[src/rtl/spi_pkg.sv]
// Shared constants and state encoding for the 12-bit SPI link (transmitter and receiver).
// Idle line levels double as synchroniser reset values so reset never fabricates an edge.
package spi_pkg;

    localparam int SPI_DATA_W    = 12;
    localparam int SPI_LEAD_BITS = 1;

    localparam logic CS_IDLE   = 1'b1;
    localparam logic SCLK_IDLE = 1'b0;
    localparam logic MOSI_IDLE = 1'b0;

    typedef enum logic [1:0] {
        IDLE  = 2'd0,
        SKIP  = 2'd1,
        SHIFT = 2'd2,
        HOLD  = 2'd3
    } spi_state_t;

endpackage

[src/rtl/spi_sync_edge.sv]
// Two-flop synchroniser plus a previous flop giving single-cycle rise/fall strobes.
// Edges appear two clk edges after the pin changes; no backpressure.
module spi_sync_edge
    import spi_pkg::*;
#(
    parameter logic RST_VAL = 1'b0
) (
    input  logic clk,
    input  logic rst,
    input  logic din,
    output logic sync,
    output logic rise,
    output logic fall
);

    logic       meta;
    logic       prev;
    logic [2:0] fill;

    always_ff @(posedge clk) begin
        if (rst) begin
            meta <= RST_VAL;
            sync <= RST_VAL;
            prev <= RST_VAL;
            fill <= '0;
        end else begin
            meta <= din;
            sync <= meta;
            prev <= sync;
            fill <= {fill[1:0], 1'b1};
        end
    end

    // Edges are masked until prev holds a real pin sample, so a line already
    // active when reset releases is not mistaken for a fresh transition.
    assign rise = fill[2] & ~prev &  sync;
    assign fall = fill[2] &  prev & ~sync;

endmodule

[src/rtl/spi_rx.sv]
// SPI slave receiver: oversamples cs/sclk/mosi in clk, rebuilds each frame, flags truncated ones.
// valid and new dout land 3 clk edges after cs rises at the pin; no backpressure (one word per frame).
module spi_rx
    import spi_pkg::*;
#(
    parameter int DATA_W    = SPI_DATA_W,
    parameter int LEAD_BITS = SPI_LEAD_BITS,
    parameter bit LSB_FIRST = 1'b1
) (
    input  logic              clk,
    input  logic              rst,
    input  logic              sclk,
    input  logic              cs,
    input  logic              mosi,
    output logic [DATA_W-1:0] dout,
    output logic              valid,
    output logic              frame_err,
    output logic              busy
);

    localparam int CNT_W  = $clog2(DATA_W + 1);
    localparam int LEAD_W = (LEAD_BITS > 0) ? $clog2(LEAD_BITS + 1) : 1;
    localparam logic [CNT_W-1:0]  BIT_LAST  = CNT_W'(DATA_W);
    localparam logic [LEAD_W-1:0] LEAD_LAST = LEAD_W'(LEAD_BITS);

    spi_state_t        state, state_nxt;
    logic [CNT_W-1:0]  bit_cnt, bit_inc;
    logic [LEAD_W-1:0] lead_cnt, lead_inc;
    logic [DATA_W-1:0] sreg;

    logic sclk_fall, cs_fall, cs_rise, mosi_s;
    logic sclk_s_unused, sclk_rise_unused, cs_s_unused;
    logic mosi_rise_unused, mosi_fall_unused;

    spi_sync_edge #(.RST_VAL(SCLK_IDLE)) u_sclk_sync (
        .clk  (clk),
        .rst  (rst),
        .din  (sclk),
        .sync (sclk_s_unused),
        .rise (sclk_rise_unused),
        .fall (sclk_fall)
    );

    spi_sync_edge #(.RST_VAL(CS_IDLE)) u_cs_sync (
        .clk  (clk),
        .rst  (rst),
        .din  (cs),
        .sync (cs_s_unused),
        .rise (cs_rise),
        .fall (cs_fall)
    );

    spi_sync_edge #(.RST_VAL(MOSI_IDLE)) u_mosi_sync (
        .clk  (clk),
        .rst  (rst),
        .din  (mosi),
        .sync (mosi_s),
        .rise (mosi_rise_unused),
        .fall (mosi_fall_unused)
    );

    assign bit_inc  = bit_cnt + CNT_W'(1);
    assign lead_inc = lead_cnt + LEAD_W'(1);
    assign busy     = (state != IDLE);

    // cs_rise is tested first everywhere: a coincident sclk_fall is dropped.
    always_comb begin
        state_nxt = state;
        case (state)
            IDLE:  if (cs_fall) state_nxt = (LEAD_BITS == 0) ? SHIFT : SKIP;
            SKIP:  if (cs_rise) state_nxt = IDLE;
                   else if (sclk_fall && lead_inc == LEAD_LAST) state_nxt = SHIFT;
            SHIFT: if (cs_rise) state_nxt = IDLE;
                   else if (sclk_fall && bit_inc == BIT_LAST) state_nxt = HOLD;
            HOLD:  if (cs_rise) state_nxt = IDLE;
            default: state_nxt = IDLE;
        endcase
    end

    always_ff @(posedge clk) begin
        if (rst) begin
            state     <= IDLE;
            dout      <= '0;
            valid     <= 1'b0;
            frame_err <= 1'b0;
            bit_cnt   <= '0;
            lead_cnt  <= '0;
            sreg      <= '0;
        end else begin
            state     <= state_nxt;
            valid     <= 1'b0;
            frame_err <= 1'b0;
            case (state)
                IDLE: begin
                    if (cs_fall) begin
                        bit_cnt  <= '0;
                        lead_cnt <= '0;
                        sreg     <= '0;
                    end
                end
                SKIP: begin
                    if (cs_rise)        frame_err <= 1'b1;
                    else if (sclk_fall) lead_cnt  <= lead_inc;
                end
                SHIFT: begin
                    if (cs_rise) begin
                        frame_err <= 1'b1;
                    end else if (sclk_fall) begin
                        bit_cnt <= bit_inc;
                        if (LSB_FIRST) sreg[bit_cnt] <= mosi_s;
                        else           sreg <= {sreg[DATA_W-2:0], mosi_s};
                    end
                end
                HOLD: begin
                    if (cs_rise) begin
                        dout  <= sreg;
                        valid <= 1'b1;
                    end
                end
                default: ;
            endcase
        end
    end

endmodule
[config.mk]
export PLATFORM = sky130hd
export DESIGN_NAME = spi_rx
export DESIGN_NICKNAME = d
export VERILOG_FILES = /design/src/rtl/spi_pkg.sv /design/src/rtl/spi_sync_edge.sv /design/src/rtl/spi_rx.sv
export SDC_FILE = /design/constraint.sdc
export NUM_CORES = 1
export LEC_CHECK = 0
export CORE_AREA = 5 5 63 65
export DETAILED_ROUTE_END_ITERATION = 7
export DIE_AREA = 0 0 68 70
export PLACE_DENSITY_LB_ADDON = 0.1
export SLEW_MARGIN = 15
export SYNTH_ARGS = -nofsm -noshare
export SYNTH_HDL_FRONTEND = slang
export SYNTH_SLANG_ARGS = --single-unit
[constraint.sdc]
create_clock -name clk -period 4.5 [get_ports clk]
set_clock_uncertainty 0.15 [all_clocks]
set_input_delay 1.35 -clock clk [delete_from_list [all_inputs] [get_ports clk]]
set_output_delay 1.35 -clock clk [all_outputs]
set_load 0.02 [all_outputs]
==> run metrics <==
max_slew headroom 0.3816; DRT antenna net count 0; cts hold-fix bufs 0; RSZ-0062 raised after global routing no; Seq pwr share 0.637; drt drc 0; CTS buffer count 5; WL/cell 13.05 µm; pin count of the biggest net entering global routing 43; setup bufs post-CTS 0; cell area after synthesis between 1500 and 2000 µm²; register area share after synthesis 0.4619; Synth top area share 0.4619; Vias per Instance approximately 5.4; synthesized area per cell roughly 8.4 µm²; clk slew on worst S/H paths approximately 0.12 ns; critical path endpoint category output port; cts repair resizes 0; most frequent CP cell inv_1; path type of the worst setup path reg2out; placer's final routability congestion estimate between 0.8 and 0.9; MaxCap Viol Count 0; clk root buf clkbuf_4; htree depth 2; core area about 3300 µm²; final net count about 260; drt initial violations around 120; worst-margin pin slew slightly above 0.9 ns; Worst Hold Path Cells 1; Tot GR Track Use 0.1733; Power Internal about 0.00047 W; total die area between 4000 and 5000 µm²; antenna fix cells 0; DP HPWL between 2000 and 3000 µm; routed wire length between 3000 and 4000 µm; Comb pwr share 0.066; Post-synth EDFFs 0; Die Ht 70 µm; Worst path slowest cell clkdlybuf4s50_1; Fin Setup TNS 0 ns; Sw Pwr about 0.00015 W; Final Cycle Share 0.7512; worst path buffer plus inverter count 3; DR pass1 iterations 4; CP delay by family, top buffers and inverters; Hold Slack about 0.28 ns; number of hold violations in the final report 0; final worst path period need 3.381 ns; grt total ovfl 0; cells along the critical path inv_1, ha_1, inv_1, clkdlybuf4s50_1; startpoint types register; dominant synthesized flop cell dfxtp_1; Net Count, Synth 240; Pwr Density between 200 and 300 nW/µm²; CTS sink count 44; share of layout cells above drive strength 1 0.05761; synth-to-layout area growth 14.04%; CP Depth 4; cells after synthesis roughly 230; vias in the first global route 1,502; global-route wire length before repair between 6000 and 7000 µm; Critical Path Fanout Max 5; CTS tree done; Ys Warns 0; Die W about 68 µm; I/O Pins 20; final setup fails 0; Clock Path Buffers 2; via count approximately 1,600; number of buffers added on ports 19; CP peak stage delay between 0.6 and 0.7 ns; post-synth top area cell dfxtp_1; Worst R2R Path Depth 6; worst hold path class reg2reg; std cell rows 21; clk_lat worst skew approximately 0.35 ns; clock power share 0.297; Initial Util 0.5806; Synth area leaders dfxtp_1 (46%), nand2_1 (8.7%), a21oi_1 (7.3%); sw frac 0.2469; status completed; f_max approximately 300 MHz; final slew viol count 0; FILL cells between 200 and 300; Distinct cells, synth 37; FFs w/ async S/R, synth 0; worst vdd ir roughly 0.22 mV; register bit total from synthesis 44; Lkg Pwr 0.7734 nW; Worst Path Required 3.00 ns; initial antenna violation count 0; CP Data Arrival Time 1.88 ns
[worst register-to-register path, stage by stage (launching register included)]
cell	delay, ns
dfxtp_1	0.37
inv_1	0.10
ha_1	0.61
nor3b_1	0.16
o21ai_1	0.76
a21oi_1	0.11
o32ai_1	0.24
[power groups by stage]
stage                     Clock, W  Sequential [W]  Combinational, W
after global routing      0.000210        0.000401         0.0000451
after detailed placement         0        0.000408         0.0000404
after floorplan                  0        0.000407         0.0000284
after global placement           0        0.000407         0.0000392
final                     0.000187        0.000399         0.0000412
after CTS                 0.000195        0.000400         0.0000406
[cells in the final DEF, fill, tap and decap left out, types with 2 or more instances in the layout]
cell / Yosys / routed
clkinv_2: 0 / 2
and3_1: 2 / 2
clkbuf_4: 0 / 5
clkdlybuf4s50_1: 0 / 19
o21ai_0: 10 / 10
o21ai_1: 2 / 2
o32ai_1: 4 / 4
nor2_1: 8 / 8
o311a_1: 2 / 2
nand3b_1: 3 / 3
a21oi_1: 28 / 28
o21a_1: 4 / 4
ha_1: 9 / 9
nand2_1: 44 / 44
nor2b_1: 9 / 9
or2_2: 4 / 4
nor3b_1: 3 / 3
a21boi_0: 9 / 9
dfxtp_1: 44 / 44
xor2_1: 2 / 2
inv_1: 11 / 11
[layout make-up]
type | instances | area [µm²] | area share
timing repair buffer | 20 | 197.7 | 0.09091
clock inverter | 3 | 18.77 | 0.008631
tap | 46 | 57.56 | 0.02647
multi-input combinational | 159 | 937.1 | 0.4310
sequential | 44 | 880.8 | 0.4051
inverter | 12 | 45.04 | 0.02071
clock buffer | 5 | 37.54 | 0.01726
[final timing paths]
path / startpoint / end / slack [ns]
worst max register to register: state[0] / sreg[2] / 1.93
worst max-delay path: state[0] / busy / 1.12
worst min-delay path: u_cs_sync.meta / u_cs_sync.sync / 0.28
worst min register to register: u_cs_sync.meta / u_cs_sync.sync / 0.28
[cells by family after synthesis]
family          after synthesis  share of synthesized area
simple gates                 83                     0.2119
buf+inv                      23                    0.04659
fa+ha+maj                     9                    0.05906
compound gates               65                     0.2113
flops                        44                     0.4619
xor+xnor                      2                   0.009188
[metrics by stage]
| stage | worst slack (ns) | utilization | total power [W] | cells | area (µm²) |
|---|---|---|---|---|---|
| floorplan | 2.112 | - | 0.0004351 | 226 | 1907 |
| global route | 1.048 | 0.6621 | 0.0006556 | 289 | 2175 |
| CTS | 1.108 | 0.6621 | 0.0006350 | 289 | 2175 |
| finish | 1.119 | 0.6621 | 0.0006272 | 289 | 2175 |
| global placement | 1.360 | 0.6450 | 0.0004466 | 281 | 2118 |
| detailed placement | 1.323 | 0.6450 | 0.0004487 | 281 | 2118 |
[state kept, by name, summed over array words and instances (netlist names), 2 cells and up]
name / flops
bit_cnt: 4
sreg: 12
dout: 12
u_sclk_sync.fill: 3
state: 2
[Yosys cell counts (all sizes together), types with 8 or more instances]
master,count
a21oi,28
dfxtp,44
inv,11
ha,9
o21ai,12
clkbuf,9
nand2,44
nor2b,9
a21boi,9
nor2,8
[routing by layer]
metal	track usage	routed length (µm)	vias up
li1	-	-	801
met1	0.2279	1796	730
met2	0.2645	1771	27
met3	0.04968	150	5
met4	0.06623	53	0
met5	0	0	-
Power figures use the tool's default switching activity.
